### src/rtl/execute_cycle.sv
// RV32I execute stage: forwarding muxes, ALU, beq resolution, a 32-step
// shift-add multiplier that stalls upstream, and the EX/MEM pipeline register.
module execute_cycle #(
  parameter logic [2:0] MUL_OP = 3'b111
) (
  input  logic        clk,
  input  logic        rst,
  input  logic        RegWriteE,
  input  logic        ALUSrcE,
  input  logic        MemWriteE,
  input  logic        ResultSrcE,
  input  logic        BranchE,
  input  logic [2:0]  ALUControlE,
  input  logic [31:0] RD1_E,
  input  logic [31:0] RD2_E,
  input  logic [31:0] Imm_Ext_E,
  input  logic [31:0] PCE,
  input  logic [31:0] PCPlus4E,
  input  logic [4:0]  RD_E,
  input  logic [1:0]  ForwardA_E,
  input  logic [1:0]  ForwardB_E,
  input  logic [31:0] ResultW,
  output logic        StallE,
  output logic        PCSrcE,
  output logic [31:0] PCTargetE,
  output logic        RegWriteM,
  output logic        MemWriteM,
  output logic        ResultSrcM,
  output logic [4:0]  RD_M,
  output logic [31:0] ALUResultM,
  output logic [31:0] WriteDataM,
  output logic [31:0] PCPlus4M
);

  typedef enum logic [1:0] {IDLE, BUSY, DONE} mstate_t;

  mstate_t     state_q;
  logic [31:0] acc_q, mcand_q, mplier_q;
  logic [4:0]  count_q;

  logic [31:0] src_a, fwd_b, src_b, alu_res;
  logic        is_mul;

  assign is_mul = (ALUControlE == MUL_OP);

  always_comb begin
    case (ForwardA_E)
      2'b01:   src_a = ResultW;
      2'b10:   src_a = ALUResultM;
      default: src_a = RD1_E;
    endcase
    case (ForwardB_E)
      2'b01:   fwd_b = ResultW;
      2'b10:   fwd_b = ALUResultM;
      default: fwd_b = RD2_E;
    endcase
  end

  assign src_b = ALUSrcE ? Imm_Ext_E : fwd_b;

  // While a multiply is in flight the result is only committed in DONE,
  // so exposing acc_q in every state is harmless.
  always_comb begin
    alu_res = 32'd0;
    if (is_mul) begin
      alu_res = acc_q;
    end else begin
      case (ALUControlE)
        3'b000:  alu_res = src_a + src_b;
        3'b001:  alu_res = src_a - src_b;
        3'b010:  alu_res = src_a & src_b;
        3'b011:  alu_res = src_a | src_b;
        3'b100:  alu_res = src_a ^ src_b;
        3'b101:  alu_res = {31'd0, $signed(src_a) < $signed(src_b)};
        default: alu_res = 32'd0;
      endcase
    end
  end

  assign PCSrcE    = BranchE & (alu_res == 32'd0);
  assign PCTargetE = PCE + Imm_Ext_E;
  assign StallE    = is_mul && (state_q != DONE);

  always_ff @(posedge clk) begin
    if (rst) begin
      state_q  <= IDLE;
      acc_q    <= '0;
      mcand_q  <= '0;
      mplier_q <= '0;
      count_q  <= '0;
    end else begin
      case (state_q)
        IDLE: if (is_mul) begin
          mcand_q  <= src_a;
          mplier_q <= src_b;
          acc_q    <= '0;
          count_q  <= '0;
          state_q  <= BUSY;
        end
        BUSY: begin
          if (mplier_q[0]) acc_q <= acc_q + mcand_q;
          mcand_q  <= mcand_q << 1;
          mplier_q <= mplier_q >> 1;
          count_q  <= count_q + 5'd1;
          if (count_q == 5'd31) state_q <= DONE;
        end
        DONE:    state_q <= IDLE;
        default: state_q <= IDLE;
      endcase
    end
  end

  always_ff @(posedge clk) begin
    if (rst) begin
      RegWriteM  <= 1'b0;
      MemWriteM  <= 1'b0;
      ResultSrcM <= 1'b0;
      RD_M       <= '0;
      ALUResultM <= '0;
      WriteDataM <= '0;
      PCPlus4M   <= '0;
    end else if (StallE) begin
      // Bubble into MEM; data fields keep their last values.
      RegWriteM  <= 1'b0;
      MemWriteM  <= 1'b0;
      ResultSrcM <= 1'b0;
    end else begin
      RegWriteM  <= RegWriteE;
      MemWriteM  <= MemWriteE;
      ResultSrcM <= ResultSrcE;
      RD_M       <= RD_E;
      ALUResultM <= alu_res;
      WriteDataM <= fwd_b;
      PCPlus4M   <= PCPlus4E;
    end
  end

endmodule

### config.mk
export PLATFORM = sky130hd
export DESIGN_NAME = execute_cycle
export DESIGN_NICKNAME = d
export VERILOG_FILES = /design/src/rtl/execute_cycle.sv
export SDC_FILE = /design/constraint.sdc
export NUM_CORES = 1
export LEC_CHECK = 0
export ABC_AREA = 1
export CELL_PAD_IN_SITES_DETAIL_PLACEMENT = 1
export CELL_PAD_IN_SITES_GLOBAL_PLACEMENT = 1
export CORE_ASPECT_RATIO = 2
export CORE_UTILIZATION = 40
export CTS_CLUSTER_DIAMETER = 80
export CTS_CLUSTER_SIZE = 8
export DETAILED_ROUTE_END_ITERATION = 8
export PLACE_DENSITY_LB_ADDON = 0.1
export SKIP_LAST_GASP = 1
export SLEW_MARGIN = 20
export SYNTH_ARGS = -nofsm -noshare
export SYNTH_HDL_FRONTEND = slang
export SYNTH_SLANG_ARGS = --single-unit
### constraint.sdc
create_clock -name clk -period 12.7 [get_ports clk]
set_input_delay 1.27 -clock clk [delete_from_list [all_inputs] [get_ports clk]]
set_output_delay 1.27 -clock clk [all_outputs]
set_load 0.01 [all_outputs]
==> flow_summary.toml, run 1 <==
[synth]
ys_warn_count = 0
ys_seq_elements = 207
syn-num-nets = 3396
synth_top_area_share_pct = 22.3
synth_cell_types = 45
yosysTopAreaCell = "dfxtp_1"
synth_seq_area_share_pct = 22.3
syn_inst = 3012
syn_avg_cell_area_um2 = 6.17
syn-cell-area_mm2 = 0.0186
synth_area_leaders = "dfxtp_1 (22%), nand2_1 (13%), ha_1 (11%)"

[clock_network]
cts.sinks = 207
cts-root-buf = "clkbuf_16"
post_cts_buffers = 0
cts_resized = 0
cts_buffers = 29
htreeDepth = 1
clock_path_buffers = 3
ctsHoldBuffers = 0

[place]
dp_hpwl_um = 93300
gp_congestion = 1.21
io_buffers = 348

[floorplan]
dieWidth_um = 154
core.rowCount = 111
start_util_pct = 40.5
die_y_um = 307
io_pins = 349

[grt]
grt_usage_pct = 53.2
grt_max_degree = 96
overflow = 59
grt_pass1_wl_um = 185000
grt_pass1_vias = 27527

[run_status]
lastStage = "global routing (5_1_grt)"
status = "did not finish"
tool.error = "[ERROR GRT-0116] Global routing finished with congestion. Check the congestion regions in the DRC Viewer."
routing by layer:
metal,GRT overflow,GRT usage [%]
met5,0,0.741
met2,24,82.6
met3,0,21.4
met4,35,54.7
met1,0,52.5
cells in the mapped netlist (all sizes together):
cell       n
nor2     299
clkbuf   108
a221oi     3
inv      423
o21ai    297
nand4     32
o311ai     2
a21oi    266
a211oi     5
nand3b    11
clkinv     1
o21bai    20
nand3    160
a31oi     41
fa         4
ha       169
xor2      25
o21a       9
and2       3
nor3b      1
nand2    661
dfxtp    207
xnor2     11
nor3      30
or2       10
o2111ai    2
and3       1
nor4       7
a21boi    14
o211ai    47
buf       35
a221o     13
nand2b     1
o221ai    63
o22ai     26
a21o       5
through the flow:
stage	cells	util (%)	hold WS, ns	area [um2]	setup slack [ns]
2_1_floorplan	3012	-	0.435	18600	6.76
3_3_place_gp	3830	49.3	0.452	22600	3.20
3_5_place_dp	3830	49.3	0.472	22600	3.14
4_1_cts	3861	50.9	0.452	23300	3.07
cell families after synthesis:
| group | after synthesis | share of synthesized area [%] |
|---|---|---|
| AOI/OAI and AO/OA | 813 | 25.5 |
| xor gates and xnor gates | 36 | 1.70 |
| adders and majority gates | 173 | 11.8 |
| DFF | 207 | 22.3 |
| and+or+nand+nor | 1216 | 26.9 |
| buffers and inverters | 567 | 11.7 |
==> inputs of run 2 (changes only) <==
CELL_PAD_IN_SITES_DETAIL_PLACEMENT = unset   (was 1)
CELL_PAD_IN_SITES_GLOBAL_PLACEMENT = unset   (was 1)
CORE_ASPECT_RATIO = unset   (was 2)
CORE_UTILIZATION = 33   (was 40)
CTS_CLUSTER_DIAMETER = unset   (was 80)
CTS_CLUSTER_SIZE = unset   (was 8)
PLACE_DENSITY_LB_ADDON = 0.15   (was 0.1)
==> run 2 against run 1 <==
The flow now finishes without violations. Synthesized area stayed put. Synthesized cell count unchanged.
==> flow_summary.toml, run 2 <==
[floorplan]
core.rowCount = 86
dieWidth_um = 239
die_y_um = 239
core-area_mm2 = 0.0553
die_area_mm2 = 0.0572
io_pins = 349
start_util_pct = 33.6

[clock_network]
post_cts_buffers = 0
path_clk_slew_ns = 0.06
cts.sinks = 207
ctsHoldBuffers = 0
cts_resized = 0
clock_path_buffers = 3
cts_buffers = 28
cts_tree = "done"
htreeDepth = 1
cts-root-buf = "clkbuf_16"
clock_latency_ns = 0.62

[detailed_routing]
num_vias = 22345
drt_iter0_markers = 2294
routed_wl_um = 104000
antenna_left = 0
drc = 0
viasPerCell = 5.52
wl_per_cell_um = 25.8
drt_pass1_iterations = 6

[synth]
syn-cell-area_mm2 = 0.0186
syn-num-nets = 3396
ys_warn_count = 0
synth_edf_count = 0
synthTopCellsByCount = "nand2_1 (661), inv_1 (414), nor2_1 (299)"
synth_cell_types = 45
synth_top_area_share_pct = 22.3
yosysMostFrequentCell = "nand2_1"
async_flop_share_pct = 0
ys_seq_elements = 207
synth_seq_area_share_pct = 22.3
syn_avg_cell_area_um2 = 6.17
syn_inst = 3012
ys.flop_type = "dfxtp_1"
yosysTopAreaCell = "dfxtp_1"
synth_area_leaders = "dfxtp_1 (22%), nand2_1 (13%), ha_1 (11%)"

[place]
dp_hpwl_um = 85900
dpl-instance-area_mm2 = 0.0227
io_buffers = 348
gp_congestion = 1.02

[pwr]
peakVddDrop_uv = 89.4
leakage_nw = 10.6
power.density_mw_per_mm2 = 120

[timing]
worst_pin_slew_ns = 1.18
fin_setup_tns_ns = 0
final-hold-violation-count = 0
maxSlewHeadroom_pct = 20.6
skew_ns = 0.0396
fmax_mhz = 99.0
setup_viol = 0
post-route-min-period_ns = 10.10
min_period_over_period_pct = 79.5
drv_slew = 0
rsz0062_at_grt = "false"

[cells_and_area]
areaGrowthSynthToFinish_pct = 27.3
final_common_cell = "nand2_1"
drive_above_1_share_pct = 3.34
multi_input_comb_area_mm2 = 0.0123
fin_nets = 3659
area.sequential_mm2 = 0.00414
fill_cells = 6034
final_cell_area_mm2 = 0.0236
final_cell_mix = "nand2_1 (660), inv_1 (412), clkdlybuf4s50_1 (347)"

[worst_setup_path]
cp-start-kind = "input port"
required_ns = 11.43
cp-end-kind = "output port"
critPathKind = "input port to output port"
crit_start = "ForwardB_E[0]"
cp.arrival_ns = 8.83
r2r-start = "ALUResultM[0]"
crit_fanout = 55

[grt]
grt_pass1_vias = 20959
antenna_found_initial = 8
overflow = 0
grt_max_degree = 92
grt_usage_pct = 35.3
grt_pass1_wl_um = 147000

[worst_hold_path]
hold_path_class = "flip-flop to flip-flop"
min_from = "count_q[4]"

[run_status]
status = "completed"

[flow_run]
cap_viol_max_count = 0
-- run 2: logic make-up (layout without fill, tap and decap cells) --
family,count (synthesis),count (layout),synth area share [%]
and+or+nand+nor,1216,1216,26.9
DFF,207,207,22.3
other,0,1,0
AOI/OAI and AO/OA,813,813,25.5
buffers and inverters,567,852,11.7
adders and majority gates,173,173,11.8
xor gates and xnor gates,36,36,1.70
-- run 2: worst paths after layout --
kind                         to  slack (ns)  cells after the start
setup reg to reg  ALUResultM[0]        7.16                     21
setup / recovery         PCSrcE        2.60                     26
hold reg to reg      count_q[4]        0.47                      2
hold / removal       count_q[4]        0.47                      2
-- run 2: layout make-up --
class	instances	share of cell area, %
Clock inverter	14	0.767
Antenna cell	1	0.0106
Timing Repair Buffer	376	15.6
Sequential cell	207	17.5
Clock buffer	38	3.42
Multi-Input combinational cell	2238	52.0
Inverter	424	6.74
Tap cell	748	3.96
-- run 2: where the power goes --
| group | internal, mW | total [mW] | switching (mW) |
|---|---|---|---|
| registers | 0.691 | 0.732 | 0.0414 |
| clock network | 0.508 | 0.861 | 0.353 |
| logic | 0.413 | 1.24 | 0.825 |
-- run 2: worst max-delay path: stages --
cell and delay (ns):
clkdlybuf4s50_1 0.50, inv_1 0.06, ha_1 0.41, inv_2 0.67, o21ai_0 0.41, o21ai_0 0.99
ha_1 0.40, inv_1 0.11, fa_1 0.60, nand2_1 0.15, nand2_1 0.06, o21ai_0 0.21
or2_2 0.23, nand2_1 0.22, nand2_1 0.19, nand2_1 0.10, nand3_1 0.10, nand3_1 0.09
nand3_1 0.18, nand2_1 0.11, nor2_1 0.34, nand3_1 0.22, nor2_1 0.23, nand4_1 0.14
nor2_1 0.24, clkdlybuf4s50_1 0.59
-- run 2: per-stage QoR --
stage                     worst slack [ns]  instances  hold WS [ns]  utilization (%)  total power, mW
final                                 2.60       4046         0.470             42.7             2.83
after global routing                  2.43       4046         0.492             42.7             2.95
after CTS                             2.87       4045         0.472             42.7             2.82
after detailed placement              2.90       3993         0.463             41.0             1.95
after global placement                2.64       3993         0.454             41.0             1.96
after floorplan                       6.76       3012         0.435                -             1.39
-- run 2: routing by layer --
| metal | wire [um] | part of all wire [%] | vias to the layer above | GRT usage [%] |
|---|---|---|---|---|
| li1 | - | - | 10563 | - |
| met3 | 8060 | 7.7 | 165 | 6.71 |
| met5 | 86 | 0.082 | - | 0 |
| met2 | 46800 | 45 | 960 | 56.4 |
| met1 | 45800 | 44 | 10647 | 47.9 |
| met4 | 3610 | 3.5 | 10 | 10.3 |
Note: power is estimated with default switching activity, not from simulation.
